## src/rtl/uart_sim_monitor.sv

```systemverilog
// 8N1 UART receiver with sticky "PASS"/"FAIL" marker detection on the received byte stream.
// rx_valid ~2 + ClksPerBit/2 + 9*ClksPerBit + 1 cycles after line falls; no backpressure (a pure line monitor).
module uart_sim_monitor #(
    parameter int unsigned ClockFrequency = 125_000_000,
    parameter int unsigned BaudRate       = 15_625_000,
    parameter int unsigned CountWidth     = 16
) (
    input  logic                  clk_i,
    input  logic                  rst_ni,
    input  logic                  active_i,
    input  logic                  rx_i,
    output logic                  rx_valid_o,
    output logic [7:0]            rx_data_o,
    output logic                  frame_err_o,
    output logic [CountWidth-1:0] byte_count_o,
    output logic                  pass_o,
    output logic                  fail_o
);

    localparam int unsigned ClksPerBit = ClockFrequency / BaudRate;
    localparam int unsigned CycW       = $clog2(ClksPerBit);

    if ((ClksPerBit * BaudRate != ClockFrequency) || (ClksPerBit < 4)) begin : g_bad_baud
        $error("uart_sim_monitor: ClockFrequency/BaudRate must be exact and >= 4");
    end

    localparam logic [CycW-1:0] LastCyc  = CycW'(ClksPerBit - 1);
    localparam logic [CycW-1:0] HalfCyc  = CycW'(ClksPerBit / 2 - 1);
    localparam logic [31:0]     PassWord = 32'h5041_5353;
    localparam logic [31:0]     FailWord = 32'h4641_494C;

    typedef enum logic [2:0] {
        IDLE,
        START,
        DATA,
        STOP,
        WAIT_HIGH
    } state_t;

    state_t          state;
    logic            rx_meta;
    logic            rxs;
    logic            rxs_prev;
    logic [CycW-1:0] cyc_cnt;
    logic [2:0]      bit_cnt;
    logic [7:0]      shift_q;
    logic [31:0]     history;

    always_ff @(posedge clk_i or negedge rst_ni) begin
        if (!rst_ni) begin
            state        <= IDLE;
            rx_meta      <= 1'b1;
            rxs          <= 1'b1;
            rxs_prev     <= 1'b1;
            cyc_cnt      <= '0;
            bit_cnt      <= '0;
            shift_q      <= '0;
            history      <= '0;
            rx_valid_o   <= 1'b0;
            rx_data_o    <= 8'h00;
            frame_err_o  <= 1'b0;
            byte_count_o <= '0;
            pass_o       <= 1'b0;
            fail_o       <= 1'b0;
        end else begin
            rx_meta     <= rx_i;
            rxs         <= rx_meta;
            rxs_prev    <= rxs;
            rx_valid_o  <= 1'b0;
            frame_err_o <= 1'b0;

            // History is already updated here, so a flag lands one cycle after its valid pulse.
            if ((history == PassWord) && !fail_o) begin
                pass_o <= 1'b1;
            end
            if ((history == FailWord) && !pass_o) begin
                fail_o <= 1'b1;
            end

            if (!active_i) begin
                state   <= IDLE;
                cyc_cnt <= '0;
                bit_cnt <= '0;
            end else begin
                case (state)
                    IDLE: begin
                        if (rxs_prev && !rxs) begin
                            state   <= START;
                            cyc_cnt <= '0;
                            bit_cnt <= '0;
                        end
                    end
                    START: begin
                        if (cyc_cnt == HalfCyc) begin
                            cyc_cnt <= '0;
                            state   <= rxs ? IDLE : DATA;
                        end else begin
                            cyc_cnt <= cyc_cnt + 1'b1;
                        end
                    end
                    DATA: begin
                        if (cyc_cnt == LastCyc) begin
                            cyc_cnt <= '0;
                            shift_q <= {rxs, shift_q[7:1]};
                            if (bit_cnt == 3'd7) begin
                                state <= STOP;
                            end else begin
                                bit_cnt <= bit_cnt + 3'd1;
                            end
                        end else begin
                            cyc_cnt <= cyc_cnt + 1'b1;
                        end
                    end
                    STOP: begin
                        if (cyc_cnt == LastCyc) begin
                            cyc_cnt <= '0;
                            if (rxs) begin
                                rx_valid_o <= 1'b1;
                                rx_data_o  <= shift_q;
                                history    <= {history[23:0], shift_q};
                                if (byte_count_o != '1) begin
                                    byte_count_o <= byte_count_o + 1'b1;
                                end
                                state <= IDLE;
                            end else begin
                                // A low stop bit may be a break; wait for the line to recover.
                                frame_err_o <= 1'b1;
                                state       <= WAIT_HIGH;
                            end
                        end else begin
                            cyc_cnt <= cyc_cnt + 1'b1;
                        end
                    end
                    WAIT_HIGH: begin
                        if (rxs) begin
                            state <= IDLE;
                        end
                    end
                    default: state <= IDLE;
                endcase
            end
        end
    end

endmodule

```

## config.mk

```make
export PLATFORM = sky130hd
export DESIGN_NAME = uart_sim_monitor
export DESIGN_NICKNAME = d
export VERILOG_FILES = /design/src/rtl/uart_sim_monitor.sv
export SDC_FILE = /design/constraint.sdc
export NUM_CORES = 1
export LEC_CHECK = 0
export ABC_AREA = 1
export CAP_MARGIN = 20
export CELL_PAD_IN_SITES_DETAIL_PLACEMENT = 0
export CELL_PAD_IN_SITES_GLOBAL_PLACEMENT = 1
export CORE_MARGIN = 2
export CORE_UTILIZATION = 43
export CTS_CLUSTER_SIZE = 8
export DETAILED_ROUTE_END_ITERATION = 8
export GPL_ROUTABILITY_DRIVEN = 0
export PLACE_DENSITY_LB_ADDON = 0.1
export SLEW_MARGIN = 20
export SYNTH_ARGS = -nofsm -noshare
export SYNTH_HDL_FRONTEND = slang
export SYNTH_SLANG_ARGS = --single-unit
```

## constraint.sdc

```tcl
create_clock -name clk_i -period 2.03 [get_ports clk_i]
set_input_delay 0.203 -clock clk_i [delete_from_list [all_inputs] [get_ports clk_i]]
set_output_delay 0.203 -clock clk_i [all_outputs]
set_load 0.05 [all_outputs]
```

# ---- After elaboration in Yosys (flattened, before gate mapping)
# Cells that the tools add are included.
dict set report op_classes {
  reduce_logical 14
  mux 27
  n_eq_ne 19
  n_addsub 3
}
# operator count
set ops {}
lappend ops {{$eq 32x31->1 const B} 2}
lappend ops {{$mux 3} 15}
lappend ops {{$ne 3x3->1 const B} 7}
lappend ops {{$add 16x1->16 const B} 1}
lappend ops {{$ne 16x16->1 const B} 1}
lappend ops {{$pmux 3 s5} 1}
lappend ops {{$eq 3x2->1 const B} 3}
lappend ops {{$eq 3x3->1 const B} 3}
lappend ops {{$pmux 3 s3} 1}
lappend ops {{$mux 1} 8}
lappend ops {{$reduce_and 4->1} 2}
lappend ops {{$add 3x1->3 const B} 2}
lappend ops {{$pmux 3 s2} 1}
lappend ops {{$reduce_and 6->1} 1}
lappend ops {{$reduce_and 5->1} 1}
lappend ops {{$ne 4x2->1 const B} 1}
lappend ops {{$eq 3x1->1 const B} 1}
lappend ops {{$logic_and 1x1->1} 3}
lappend ops {{$logic_not 1->1} 3}
lappend ops {{$logic_not 3->1} 1}
lappend ops {{$ne 3x1->1 const B} 1}
lappend ops {{$reduce_and 3->1} 1}
lappend ops {{$mux 2} 1}
lappend ops {{$reduce_and 2->1} 1}
lappend ops {{$reduce_or 2->1} 1}
dict set report totals {
  reg_bits 80
  elab_cells 77
  in_bits 4
}

# ---- Logic depth before layout (Yosys ltp)
dict set report depth {
  word_depth 5
  ltp_mapped 10
  ltp_nobuf 9
}

# ---- Worst setup path before layout
# Ideal clock, no wire load.
dict set report synth_path {
  path_type {reg-to-reg}
  startpoint {register byte_count_o[0]}
  endpoint {register byte_count_o[6]}
  stages_incl_launch_ff 10
  t_arrival_ps 1753
  required_ps 1912
  period_less_slack_ps 1871
  slack_ps 159
  path_cell_list {dfrtp_1 > ha_1 > inv_1 > nor2_4 > nand2_2 > nor2_2 > nor2_4 > buf_6 > nand2_1 > nand2_1}
}
dict set report synth_between {
  elab_chain_cells 2
  elab_cells_between_ends 3
  classes_between {add/sub: 1; eq/ne: 1; reduce/logical: 1}
}
# item line
set synth_rtl {}
lappend synth_rtl {{start, declared} 15} ;# output logic [CountWidth-1:0] byte_count_o,
lappend synth_rtl {{start signal, assigned} 122} ;# byte_count_o <= byte_count_o + 1'b1;
lappend synth_rtl {{parallel branches: the longest is 2 deep, another holds $add 16x1->16} -}
# Parallel ways; which one is timed is not known.
# A chain may end at the register's enable or synchronous reset.

# ---- Final worst setup path
dict set report layout_path {
  startpoint {register byte_count_o[4]}
  endpoint {output byte_count_o[4]}
}
# No word-level cell between the ends.

==> results_dict.tcl <==
set metrics [dict create \
    dr.max_layer_used "met4" \
    tritoncts "built" \
    place_ws_ps 188.3 \
    route.met3.wl_um 205 \
    ioPinCount 32 \
    portBuffers 31 \
    wl_met1_um 3739 \
    seqPwrFrac_pct 50.1 \
    p_sw_mw 0.7969 \
    cts_sinks 72 \
    layout_commonest_cell "nand2_1" \
    finish.utilization_pct 50.99 \
    clock.fmax_ghz 0.5377 \
    ys_types 25 \
    endpoint "byte_count_o[4]" \
    timing.critical_path.buf_inv 1 \
    start_util_pct 43.61 \
    cp.depth 1 \
    fin_skew_ps 9.376 \
    cp_top_family "buffers and inverters" \
    nets 488 \
    global_route.overflow_total 0 \
    setup_viol 0 \
    grt_max_degree 51 \
    synth_fp_nets 457 \
    cts_root_buf "clkbuf_8" \
    antenna_left 0 \
    syn_area_per_cell_um2 7.914 \
    syn-cell-area_um2 3530 \
    htree_levels 3 \
    wire_per_inst_um 12.34 \
    worst_ep_required_time_ps 1830 \
    cts_max_path_buffers 2 \
    nFillCells 813 \
    dpl.hpwl_um 5151 \
    ys_warn_count 0 \
    core-area_um2 8093 \
    fin_area_um2 4126 \
    p_comb_share_pct 10.4 \
    setup.worst_path.class "flop to output pin" \
    die_y_um 94.60 \
    diodes 0 \
    setup_slack_ps 170.2 \
    vias 2769 \
    cp_max_fo 6 \
    clkPwrFrac_pct 39.5 \
    rows 33 \
    cts_setup_buffers 0 \
    hold_viol_final 0 \
    drv_cap 0 \
    reg2regPathDepth 7 \
    synthToLayoutAreaGrowth_pct 16.91 \
    ir_drop_uv 510.9 \
    place_area_um2 3909 \
    ys_seq_area_share_pct 51.15 \
    worstHoldPathType "input pin to flop" \
    power.internal_mw 2.258 \
    tightest_slew_ps 512.6 \
    holdPathStages 1 \
    power_leakage_nw 1.971 \
    r2r-end "byte_count_o[10]" \
    final_cell_mix "nand2_1 (176), dfrtp_1 (69), inv_1 (38), o21ai_0 (38), nor2_1 (33)" \
    period_needed_ps 1860 \
    grt_setup_unrepaired "no" \
    viasPerCell 4.733 \
    grt_pass1_vias 2624 \
    crit_path_max_incr_delay_ps 850 \
    synthCells 446 \
    antenna_found_initial 0 \
    crit_chain "clkdlybuf4s50_1" \
    crit_arrival_ps 1660 \
    powerDensity_nw_per_um2 740.4 \
    report.final.slew_viol_count 0 \
    drt_iter0_drc 156 \
    fp.dieW_um 94.60 \
    drc_errors 0 \
    ff2ff_setup_slack_ps 200 \
    setup-tns-final_ps 0 \
    slew_headroom_pct 65.72 \
    cts_buffers 9 \
    reg2reg_from "cyc_cnt[0]" \
    wl_met2_um 3175 \
    worstSetupEndpointType "output pin" \
    grt_usage_pct 18.20 \
    dr.pass1.iters 4 \
    start_kind "flop" \
    power_switching_share_pct 26.08 \
    ys_ff_latch 72 \
    slowest_stage "clkdlybuf4s50_1" \
    clk_pin_slew_ps 80 \
    status "finished clean" \
    cp-startpoint "byte_count_o[4]" \
    layout-drive-gt1-share_pct 7.708 \
    die-area_um2 8949 \
    finalCritPeriodShare_pct 91.62 \
    wl_um 7219 \
    clock_latency_ps 340 \
    grt_first_pass_wirelength_um 12610 \
]
==> synthesized netlist by cell type, drive strengths merged <==
| master | instances | share of area, % |
|---|---|---|
| inv | 39 | 4.1 |
| nand4 | 6 | 1.1 |
| ha | 7 | 2.5 |
| xor2 | 2 | 0.50 |
| nor3 | 11 | 1.6 |
| xnor2 | 5 | 1.2 |
| a21oi | 3 | 0.43 |
| dfstp | 3 | 2.2 |
| dfrtp | 69 | 49 |
| o21ai | 44 | 6.5 |
| buf | 14 | 2.9 |
| clkbuf | 4 | 0.43 |
| nand3 | 21 | 3.1 |
| nand2 | 179 | 19 |
| nor2 | 39 | 5.1 |
==> per-layer routing <==
metal,GRT usage [%],vias to the layer above
met5,0,-
met4,7.488,0
met3,3.432,7
met2,27.01,41
met1,26.15,1266
li1,-,1455
==> flip-flops by register name, summed over array words and instances, names as in the netlist <==
register and flops:
state 3, bit_cnt 3, frame_err_o 1, history 25
byte_count_o 16, rx_valid_o 1, rxs 1, rx_data_o 7
pass_o 1, cyc_cnt 3, rxs_prev 1, shift_q 8
fail_o 1, rx_meta 1
==> worst min-delay path by stage <==
stage,startpoint,to,slack [ps]
finish,rx_i,rx_meta,270
global route,rx_i,rx_meta,270
CTS,rx_i,rx_meta,260
detailed placement,rst_ni,history[29],120
global placement,rst_ni,history[29],130
floorplan,rst_ni,bit_cnt[0],-90
==> stage by stage <==
step | hold WS [ps] | cells | power (mW)
final | 272.6 | 585 | 3.055
after global placement | 130.4 | 570 | 1.886
after floorplan | -92.59 | 446 | 1.775
after global routing | 271.1 | 585 | 3.237
after CTS | 259.7 | 585 | 3.098
after detailed placement | 124.8 | 570 | 1.883
==> cells by family after synthesis <==
group	synth area share, %
simple gates	30.27
flops	51.15
xor+xnor	1.737
compound gates	6.877
fa+ha+maj	2.481
buf+inv	7.480
==> final cells by class <==
cell class              count  area (um2)  share of cell area, %
repair buffers             38       375.4                  9.096
clock buffers               9       123.9                  3.002
clock inverters             5       83.83                  2.032
flip-flops and latches     72        1805                  43.75
inverters                  39       146.4                  3.548
multi-input cells         317        1460                  35.39
well taps                 105       131.4                  3.184
==> repair_timing <==
| item | 4_1_cts | 5_1_grt |
|---|---|---|
| hold buffers | 1 | 0 |
| hold endpoints to repair | 22 | 0 |
| resized for setup | 0 | 0 |
==> power groups by stage <==
stage          clock network [mW]  logic [mW]  registers (mW)
6_report                     1.21       0.317            1.53
5_1_grt                      1.32       0.380            1.54
4_1_cts                      1.24       0.327            1.53
3_5_place_dp                    0       0.325            1.56
3_3_place_gp                    0       0.326            1.56
2_1_floorplan                   0       0.228            1.55
No activity file was read; power rests on OpenSTA's default activity.
